[config.mk]
export PLATFORM = sky130hd
export DESIGN_NAME = mult33_rr_sched_flat
export DESIGN_NICKNAME = d
export VERILOG_FILES = /design/src/rtl/mult33_rr_sched_if.sv /design/src/rtl/mult33_rr_sched.sv /design/src/flat_wrapper.sv
export SDC_FILE = /design/constraint.sdc
export NUM_CORES = 1
export LEC_CHECK = 0
export BUFFER_PORTS_ARGS = -buffer_cell sky130_fd_sc_hd__buf_2
export CAP_MARGIN = 20
export CORE_AREA = 2 2 183 185
export CTS_BUF_LIST = sky130_fd_sc_hd__clkbuf_2
export CTS_CLUSTER_DIAMETER = 100
export CTS_CLUSTER_SIZE = 24
export DETAILED_ROUTE_END_ITERATION = 8
export DIE_AREA = 0 0 185 187
export PLACE_DENSITY = 0.76
export SYNTH_ARGS = -nofsm -noshare
export SYNTH_HDL_FRONTEND = slang
export SYNTH_HIERARCHICAL = 1
export SYNTH_SLANG_ARGS = --single-unit
[constraint.sdc]
create_clock -name clk -period 3.6 [get_ports clk]
set_clock_uncertainty 0.2 [all_clocks]
set_input_delay 0.72 -clock clk [delete_from_list [all_inputs] [get_ports clk]]
set_output_delay 0.72 -clock clk [all_outputs]
set_load 0.05 [all_outputs]
[src/rtl/mult33_rr_sched_if.sv]
// Signal bundle between the requesters, the shared 33x33 multiplier and the
// response consumer of mult33_rr_sched.
interface mult33_rr_sched_if #(
    parameter int NUM_REQ = 4
);
    localparam int ID_W = (NUM_REQ > 1) ? $clog2(NUM_REQ) : 1;

    logic [NUM_REQ-1:0]    req_valid;
    logic [NUM_REQ-1:0]    req_ready;
    logic [NUM_REQ*33-1:0] req_a;
    logic [NUM_REQ*33-1:0] req_b;
    logic [32:0]           mul_a;
    logic [32:0]           mul_b;
    logic [65:0]           mul_result;
    logic                  rsp_valid;
    logic                  rsp_ready;
    logic [ID_W-1:0]       rsp_id;
    logic [65:0]           rsp_data;
    logic                  busy;

    modport slave (
        input  req_valid, req_a, req_b, mul_result, rsp_ready,
        output req_ready, mul_a, mul_b, rsp_valid, rsp_id, rsp_data, busy
    );

    modport master (
        output req_valid, req_a, req_b, mul_result, rsp_ready,
        input  req_ready, mul_a, mul_b, rsp_valid, rsp_id, rsp_data, busy
    );
endinterface

[src/rtl/mult33_rr_sched.sv]
// Round-robin scheduler sharing one pipelined 33x33 multiplier among NUM_REQ
// requesters, with requester-ID tracking and a credit-protected response FIFO.
module mult33_rr_sched_chk #(
    parameter int CNT_W      = 3,
    parameter int FIFO_DEPTH = 4
) (
    input logic             clk,
    input logic             reset,
    input logic             wr,
    input logic [CNT_W-1:0] cnt
);
    // A multiplier result must never arrive while the FIFO is full.
    a_no_write_when_full: assert property (
        @(posedge clk) disable iff (reset) !(wr && (cnt == CNT_W'(FIFO_DEPTH)))
    );
endmodule

module mult33_rr_sched #(
    parameter int NUM_REQ     = 4,
    parameter int MUL_LATENCY = 1,
    parameter int FIFO_DEPTH  = 4
) (
    input logic               clk,
    input logic               reset,
    mult33_rr_sched_if.slave  bus
);
    localparam int ID_W  = (NUM_REQ > 1) ? $clog2(NUM_REQ) : 1;
    localparam int PTR_W = $clog2(FIFO_DEPTH);
    localparam int CNT_W = $clog2(FIFO_DEPTH + 1);
    localparam int OCC_W = $clog2(FIFO_DEPTH + MUL_LATENCY + 1);

    logic [ID_W-1:0]        ptr_q;
    logic [ID_W-1:0]        ptr_d;
    logic [MUL_LATENCY-1:0] tag_vld_q;
    logic [ID_W-1:0]        tag_id_q [MUL_LATENCY];
    logic [ID_W-1:0]        mem_id_q [FIFO_DEPTH];
    logic [65:0]            mem_data_q [FIFO_DEPTH];
    logic [PTR_W-1:0]       rd_ptr_q;
    logic [PTR_W-1:0]       wr_ptr_q;
    logic [CNT_W-1:0]       cnt_q;
    logic [CNT_W-1:0]       cnt_d;

    logic [OCC_W-1:0]       inflight_s;
    logic [OCC_W-1:0]       occ_s;
    logic                   can_issue_s;
    logic                   found_s;
    logic                   issue_s;
    logic [ID_W-1:0]        idx_s;
    logic [ID_W-1:0]        grant_s;
    logic                   wr_s;
    logic                   pop_s;
    logic                   rsp_valid_s;

    // Credit: every valid tag stage and every buffered entry holds one slot.
    always_comb begin
        inflight_s = '0;
        for (int i = 0; i < MUL_LATENCY; i++) begin
            inflight_s = inflight_s + OCC_W'(tag_vld_q[i]);
        end
        occ_s       = inflight_s + OCC_W'(cnt_q);
        can_issue_s = (occ_s < OCC_W'(FIFO_DEPTH));
    end

    // Round-robin search starting at the pointer and wrapping mod NUM_REQ.
    always_comb begin
        grant_s = ptr_q;
        found_s = 1'b0;
        idx_s   = ptr_q;
        for (int i = 0; i < NUM_REQ; i++) begin
            idx_s = ID_W'((int'(ptr_q) + i) % NUM_REQ);
            if (!found_s && bus.req_valid[idx_s]) begin
                grant_s = idx_s;
                found_s = 1'b1;
            end else begin
                found_s = found_s;
            end
        end
        issue_s = !reset && can_issue_s && found_s;
        if (issue_s) begin
            ptr_d = (grant_s == ID_W'(NUM_REQ - 1)) ? '0 : grant_s + ID_W'(1);
        end else begin
            ptr_d = ptr_q;
        end
    end

    // Accept strobe and operand steering; operands are zero when nothing issues.
    always_comb begin
        bus.req_ready = '0;
        bus.mul_a     = '0;
        bus.mul_b     = '0;
        if (issue_s) begin
            bus.req_ready[grant_s] = 1'b1;
            bus.mul_a = bus.req_a[33 * int'(grant_s) +: 33];
            bus.mul_b = bus.req_b[33 * int'(grant_s) +: 33];
        end else begin
            bus.req_ready = '0;
        end
    end

    assign rsp_valid_s = (cnt_q != '0);
    assign wr_s        = tag_vld_q[MUL_LATENCY-1];
    assign pop_s       = rsp_valid_s && bus.rsp_ready;
    assign cnt_d       = cnt_q + CNT_W'(wr_s) - CNT_W'(pop_s);

    // Response head, forced to zero while the FIFO is empty.
    always_comb begin
        bus.rsp_valid = rsp_valid_s;
        bus.busy      = (occ_s != '0);
        if (rsp_valid_s) begin
            bus.rsp_id   = mem_id_q[rd_ptr_q];
            bus.rsp_data = mem_data_q[rd_ptr_q];
        end else begin
            bus.rsp_id   = '0;
            bus.rsp_data = '0;
        end
    end

    // Control state: RR pointer, tag pipeline, FIFO pointers and count.
    always_ff @(posedge clk or posedge reset) begin
        if (reset) begin
            ptr_q     <= '0;
            tag_vld_q <= '0;
            for (int i = 0; i < MUL_LATENCY; i++) begin
                tag_id_q[i] <= '0;
            end
            rd_ptr_q  <= '0;
            wr_ptr_q  <= '0;
            cnt_q     <= '0;
        end else begin
            ptr_q        <= ptr_d;
            tag_vld_q[0] <= issue_s;
            tag_id_q[0]  <= grant_s;
            for (int i = 1; i < MUL_LATENCY; i++) begin
                tag_vld_q[i] <= tag_vld_q[i-1];
                tag_id_q[i]  <= tag_id_q[i-1];
            end
            if (wr_s) begin
                wr_ptr_q <= wr_ptr_q + PTR_W'(1);
            end
            if (pop_s) begin
                rd_ptr_q <= rd_ptr_q + PTR_W'(1);
            end
            cnt_q <= cnt_d;
        end
    end

    // Entry storage needs no reset: the count gates every read.
    always_ff @(posedge clk) begin
        if (wr_s) begin
            mem_id_q[wr_ptr_q]   <= tag_id_q[MUL_LATENCY-1];
            mem_data_q[wr_ptr_q] <= bus.mul_result;
        end
    end

    mult33_rr_sched_chk #(
        .CNT_W      (CNT_W),
        .FIFO_DEPTH (FIFO_DEPTH)
    ) u_chk (
        .clk   (clk),
        .reset (reset),
        .wr    (wr_s),
        .cnt   (cnt_q)
    );
endmodule
[src/flat_wrapper.sv]
// flat-port wrapper written by rule: the top's interface ports become plain ports
module mult33_rr_sched_flat 
#(
    parameter int NUM_REQ     = 4,
    parameter int MUL_LATENCY = 1,
    parameter int FIFO_DEPTH  = 4
)
  (clk, reset, bus_req_valid, bus_req_a, bus_req_b, bus_mul_result, bus_rsp_ready, bus_req_ready, bus_mul_a, bus_mul_b, bus_rsp_valid, bus_rsp_id, bus_rsp_data, bus_busy);
  mult33_rr_sched_if #(.NUM_REQ(NUM_REQ)) bus_i ();
  input logic clk;
  input logic reset;
  input wire logic [$bits(bus_i.req_valid)-1:0] bus_req_valid;
  input wire logic [$bits(bus_i.req_a)-1:0] bus_req_a;
  input wire logic [$bits(bus_i.req_b)-1:0] bus_req_b;
  input wire logic [$bits(bus_i.mul_result)-1:0] bus_mul_result;
  input wire logic [$bits(bus_i.rsp_ready)-1:0] bus_rsp_ready;
  output wire logic [$bits(bus_i.req_ready)-1:0] bus_req_ready;
  output wire logic [$bits(bus_i.mul_a)-1:0] bus_mul_a;
  output wire logic [$bits(bus_i.mul_b)-1:0] bus_mul_b;
  output wire logic [$bits(bus_i.rsp_valid)-1:0] bus_rsp_valid;
  output wire logic [$bits(bus_i.rsp_id)-1:0] bus_rsp_id;
  output wire logic [$bits(bus_i.rsp_data)-1:0] bus_rsp_data;
  output wire logic [$bits(bus_i.busy)-1:0] bus_busy;
  assign bus_i.req_valid = bus_req_valid;
  assign bus_i.req_a = bus_req_a;
  assign bus_i.req_b = bus_req_b;
  assign bus_i.mul_result = bus_mul_result;
  assign bus_i.rsp_ready = bus_rsp_ready;
  assign bus_req_ready = bus_i.req_ready;
  assign bus_mul_a = bus_i.mul_a;
  assign bus_mul_b = bus_i.mul_b;
  assign bus_rsp_valid = bus_i.rsp_valid;
  assign bus_rsp_id = bus_i.rsp_id;
  assign bus_rsp_data = bus_i.rsp_data;
  assign bus_busy = bus_i.busy;
  mult33_rr_sched #(.NUM_REQ(NUM_REQ), .MUL_LATENCY(MUL_LATENCY), .FIFO_DEPTH(FIFO_DEPTH)) u_core (.clk(clk), .reset(reset), .bus(bus_i));
endmodule
* After elaboration in Yosys (flattened, before gate mapping)
Memory sizes are Yosys's and may differ from the RTL's. Cells that the tools add are included.
Word-level totals: RAM bits 272, logic and storage cells 65, memories kept 2, bits in registers 12, output and inout bits 140
Cells by class: order comparisons 7, shift-type cells 2, muxes and demuxes 25, multiply operators 1, equality and inequality tests 1, reductions and logical operators 13, add/sub/neg operators 8
Memory list:
- u_core.mem_data_q | depth 4, bits a word 66, rd ports 1, clocked after Yosys merged registers in 0, write ports 1, RTL line mult33_rr_sched.sv:37 | logic [65:0] mem_data_q [FIFO_DEPTH];
- u_core.mem_id_q | depth 4, bits a word 2, rd ports 1, clocked after Yosys merged registers in 0, write ports 1, RTL line mult33_rr_sched.sv:36 | logic [ID_W-1:0] mem_id_q [FIFO_DEPTH];
Operator list (count):
- 132-bit by 32-bit indexed part select with 33-bit output | 2
- 33-bit two-way mux | 2
- 66-bit two-way mux | 1
- 2-bit by 3-bit < comparator with 1-bit output (second input constant) | 5
- 1-bit two-way mux | 11
- 2-bit two-way mux | 5
- 2-bit by 1-bit adder with 2-bit output (second input constant) | 4
- 1-bit binary-select mux with 2-bit select | 4
- 6-bit by 2-bit multiplier with 8-bit output (first input constant) | 1
- 1-bit logical AND | 7
- 3-bit nonzero test | 2
- 2-bit adder (second input constant) | 2
- 1-bit zero test | 4
- 4-bit two-way mux | 1
- 1-bit by 3-bit adder with 3-bit output | 1
- 3-bit < comparator (second input constant) | 1
- 3-bit by 1-bit subtractor with 3-bit output | 1
- 1-bit demux with 2-bit select | 1
- 2-bit == test (second input constant) | 1
- 2-bit by 1-bit greater-or-equal comparator with 1-bit output (second input constant) | 1

* Depth between registers and ports, before layout
depth after elaboration 17, depth in mapped cells 9

* Worst setup path after synthesis
OpenSTA, ideal clock, no wires.
path type register -> output, from reg u_core.tag_vld_q, to out bus_mul_a[10], data required time 2.680 ns, arrival time 2.549 ns, cell stages (with the launch flop) 9, setup slack 0.131 ns, path buffers 2, cell sequence dfrtp_1 ha_1 ha_1 xor2_1 a211oi_4 nand2_2 buf_6 buf_2 o22ai_1
Between the ends: word-level cells in the longest chain between the ends 5
Ends and longest elaborated chain:
- start, declared | RTL line mult33_rr_sched.sv:34 | logic [MUL_LATENCY-1:0] tag_vld_q;
- start signal, assigned by index | RTL line mult33_rr_sched.sv:134 | tag_vld_q[i] <= tag_vld_q[i-1];
- 1-bit by 3-bit adder with 3-bit output | RTL line mult33_rr_sched.sv:60 | occ_s = inflight_s + OCC_W'(cnt_q);
- 3-bit < comparator | RTL line mult33_rr_sched.sv:61 | can_issue_s = (occ_s < OCC_W'(FIFO_DEPTH));
- 1-bit logical AND (2 in a row) | RTL line mult33_rr_sched.sv:78 | issue_s = !reset && can_issue_s && found_s;
- via u_core.issue_s | RTL line mult33_rr_sched.sv:47 | logic issue_s;
- 33-bit two-way mux | RTL line mult33_rr_sched.sv:91 | if (issue_s) begin
- end, declared | RTL line flat_wrapper.sv:18 | output wire logic [$bits(bus_i.mul_a)-1:0] bus_mul_a;
The timed path passes the listed nets, and every way through them passes these cells.

* Final worst setup path
from reg u_core.tag_vld_q, to out bus_mul_a[8]
The elaborated chain is that of the path after synthesis.

==> summary.md <==
| Metric | Value |
|---|---|
| Status | `finished, violations left` |
| Failing checks | `setup timing` |
| Final setup viols | `70` |
| EDFF count, synth | `272` |
| DR iter-0 viols | `529` |
| Root Buffer | `clkbuf_2` |
| Reg-to-reg setup timing slack | `1350 ps` |
| Clk buf depth | `3` |
| Final global-route overflow total | `0` |
| Post-Syn Instances | `733` |
| Fin crit share | `110.7%` |
| Slew headroom | `25.20%` |
| DRC | `0` |
| Post-synthesis async set-or-reset flop share | `4.225%` |
| CP max FO | `29` |
| #FFs+latches synth | `284` |
| Initial core utilization | `39.36%` |
| Slew Viols, Final | `0` |
| Worst Path Required | `2680 ps` |
| Final hold violation count | `0` |
| Initial antenna violation count | `24` |
| Vias in the first global route | `9903` |
| Cell family with most CP delay | `buffers and inverters` |
| Die area | `0.03460 mm2` |
| Synthesized area | `0.01293 mm2` |
| First-pass GRT wire length | `64.34 mm` |
| Share of layout cells above drive strength 1 | `58.84%` |
| Placed cell count | `1668` |
| Mapped Nets | `1082` |
| H-tree levels | `1` |
| CP peak stage delay | `500 ps` |
| Minimum clock period | `3984 ps` |
| TritonCTS clock tree | `done` |
| Highest clock rate | `251.0 MHz` |
| Die Span X | `185 um` |
| Clock Latency Late Sink | `790 ps` |
| Hold Crit Class | `in2reg` |
| DIE HEIGHT | `187 um` |
| CP max stage cell | `dfrtp_1` |
| Largest net degree at the start of global routing | `71` |
| DP HPWL | `31.71 mm` |
| Final TNS setup | `-21050 ps` |
| IO buf count | `476` |
| Via count | `9526` |
| VDD IR max | `0.5282 mV` |
| Clock-pin slew on the worst setup and hold paths | `430 ps` |
| Pre-Repair DR Iteration Count | `5` |
| Final #Nets | `1686` |
| All-layer global routing usage | `25.89%` |
| RSZ-0062 raised after global routing | `yes` |
| Seq/Total Area, Yosys | `65.47%` |
| Core Rows | `67` |
| Final WS setup | `-384.2 ps` |
| Critical path type | `reg2out` |
| Leakage | `7.718 nW` |
| Crit path capture type | `output pin` |
| Post-DRT Antenna Nets | `0` |
| WP buf/inv | `3` |
| Startpoint class of the critical path | `register` |
| Synth Area per Inst | `17.64 um2` |
| Final Wtd Congestion | `1.045` |
| Clock sinks | `284` |
| Final Non-Filler Cells | `1803` |
| Inserted Clock Buffers | `15` |
| Post-synthesis cell type count | `26` |
| Crit path arrival time | `3060 ps` |
| Worst path cell trace | `ha_2 -> ha_4 -> xor2_4 -> a211oi_4 -> buf_6 -> nand2_4 -> bufbuf_16 -> o22ai_1 -> buf_4` |
| Worst slew pin tran | `1122 ps` |
| Ys flop type | `edfxtp_1` |
| Vias/cell | `5.283` |
| Warnings, synthesis | `6` |
| Core ar. | `0.03286 mm2` |
| I/O pin count | `477` |
| Synthesis-to-finish area growth | `52.15%` |
| Drt wl/cell | `26.78 um` |
| DRT Wirelength | `48.28 mm` |
| Max Cap Viol | `0` |
| Power Density | `873.8 mW/mm2` |
-- routing by layer --
metal  part of all wire (%)  wire length, um  track usage [%]  vias to the layer above
li1                       -                -                -                     4157
met2                     52            25300            45.97                      492
met1                     35            16790            30.26                     4760
met3                    8.6             4134            6.016                      115
met4                    4.2             2049            9.921                        2
met5                  0.025               12                0                        -
-- final timing paths --
check	start	end	cells past startpoint
max in group asynchronous	reset	u_core/cnt_q[2]	3
max reg2reg	u_core/cnt_q[1]	u_core/cnt_q[2]	6
max	u_core/tag_vld_q	bus_mul_a[8]	9
min reg2reg	u_core/tag_id_q[0]	u_core/mem_id_q[1][0]	0
min	bus_req_valid[1]	u_core/tag_id_q[0]	2
min in group asynchronous	reset	u_core/tag_vld_q	3
-- flip-flops by register name (all words and copies together) (netlist names) --
signal,flops
u_core/rd_ptr_q,2
u_core/tag_id_q,2
u_core/mem_data_q,264
u_core/ptr_q,2
u_core/wr_ptr_q,2
u_core/tag_vld_q,1
u_core/cnt_q,3
u_core/mem_id_q,8
-- synthesized netlist by cell type (all sizes together), types with 2 or more instances --
cell type    n  share of area [%]
nor2b        2              0.097
nand2        6               0.21
dfrtp       12                2.3
mux4        68                 12
clkbuf      19               0.55
and2        77                3.7
buf         34                2.0
xor2         4               0.27
mux2i      132                 10
o21ai        7               0.27
or3          3               0.15
o22ai       66                3.2
edfxtp     272                 63
ha          12                1.2
inv         11               0.32
nor2         2              0.058
-- timing repair --
item	4_1_cts	5_1_grt
setup buffers	17	6
gates resized for setup	186	230
endpoints found under the hold margin	278	0
pin swaps	14	13
hold buffers	68	0
cloned	10	4
setup endpoints to repair	138	133
-- where the power goes --
part / switching, mW / leakage, nW / internal [mW]
logic: 6.65 / 5.01 / 5.02
clock network: 0.892 / 0.0974 / 0.210
registers: 0.210 / 2.61 / 4.21
-- cell usage in the layout, fill, tap and decap left out, types with 2 or more instances in the layout --
| cell | synthesis | routed |
|---|---|---|
| o22ai_1 | 66 | 13 |
| dfrtp_1 | 12 | 9 |
| xor2_1 | 4 | 3 |
| o22ai_2 | 0 | 27 |
| buf_8 | 0 | 9 |
| buf_4 | 0 | 59 |
| ha_4 | 0 | 2 |
| bufbuf_16 | 0 | 5 |
| o22ai_4 | 0 | 26 |
| diode_2 | 0 | 14 |
| edfxtp_1 | 272 | 272 |
| o21ai_1 | 4 | 3 |
| inv_2 | 2 | 3 |
| mux2i_4 | 0 | 10 |
| o21ai_0 | 3 | 2 |
| ha_1 | 12 | 9 |
| clkbuf_2 | 0 | 19 |
| nor2_1 | 2 | 2 |
| inv_1 | 9 | 8 |
| and2_1 | 77 | 53 |
| clkbuf_16 | 0 | 4 |
| dfrtp_4 | 0 | 2 |
| buf_6 | 14 | 86 |
| buf_16 | 0 | 6 |
| mux2i_2 | 0 | 24 |
| buf_2 | 20 | 350 |
| buf_12 | 0 | 52 |
| mux4_2 | 68 | 68 |
| and2_4 | 0 | 24 |
| nand2_1 | 4 | 4 |
| dlygate4sd3_1 | 0 | 68 |
| or3_1 | 3 | 2 |
| mux2i_1 | 132 | 98 |
| nor2b_1 | 2 | 2 |
-- stage by stage --
| step | utilization, % | hold WS [ps] | instance area (um2) | setup slack (ps) | power, mW |
|---|---|---|---|---|---|
| 3_5_place_dp | 50.84 | 327.5 | 16710 | -68.25 | 13.47 |
| 6_report | 59.88 | 203.7 | 19680 | -384.2 | 17.19 |
| 2_1_floorplan | - | 254.7 | 12930 | 130.8 | 10.62 |
| 4_1_cts | 57.05 | 111.7 | 18750 | -457.7 | 16.08 |
| 3_3_place_gp | 50.84 | 315.2 | 16710 | -79.01 | 13.37 |
| 5_1_grt | 59.87 | 53.54 | 19670 | -549.7 | 17.81 |
-- kinds of logic after synthesis --
group	share of synthesized area (%)
DFF	65.47
muxes	22.06
and+or+nand+nor	4.237
AOI/OAI and AO/OA	3.870
buffers and inverters	2.864
adders and majority gates	1.161
xor gates and xnor gates	0.3386
-- area by class of cell --
type | instances | area (um2)
Clock inverter | 2 | 33.78
Fill cell | 2413 | 13180
Inverter | 11 | 43.79
Multi-Input combinational cell | 385 | 4979
Antenna cell | 14 | 35.03
Timing Repair Buffer | 640 | 5455
Clock buffer | 19 | 95.09
Sequential cell | 284 | 8477
Tap cell | 448 | 560.5
Note: power is estimated with default switching activity, not from simulation.
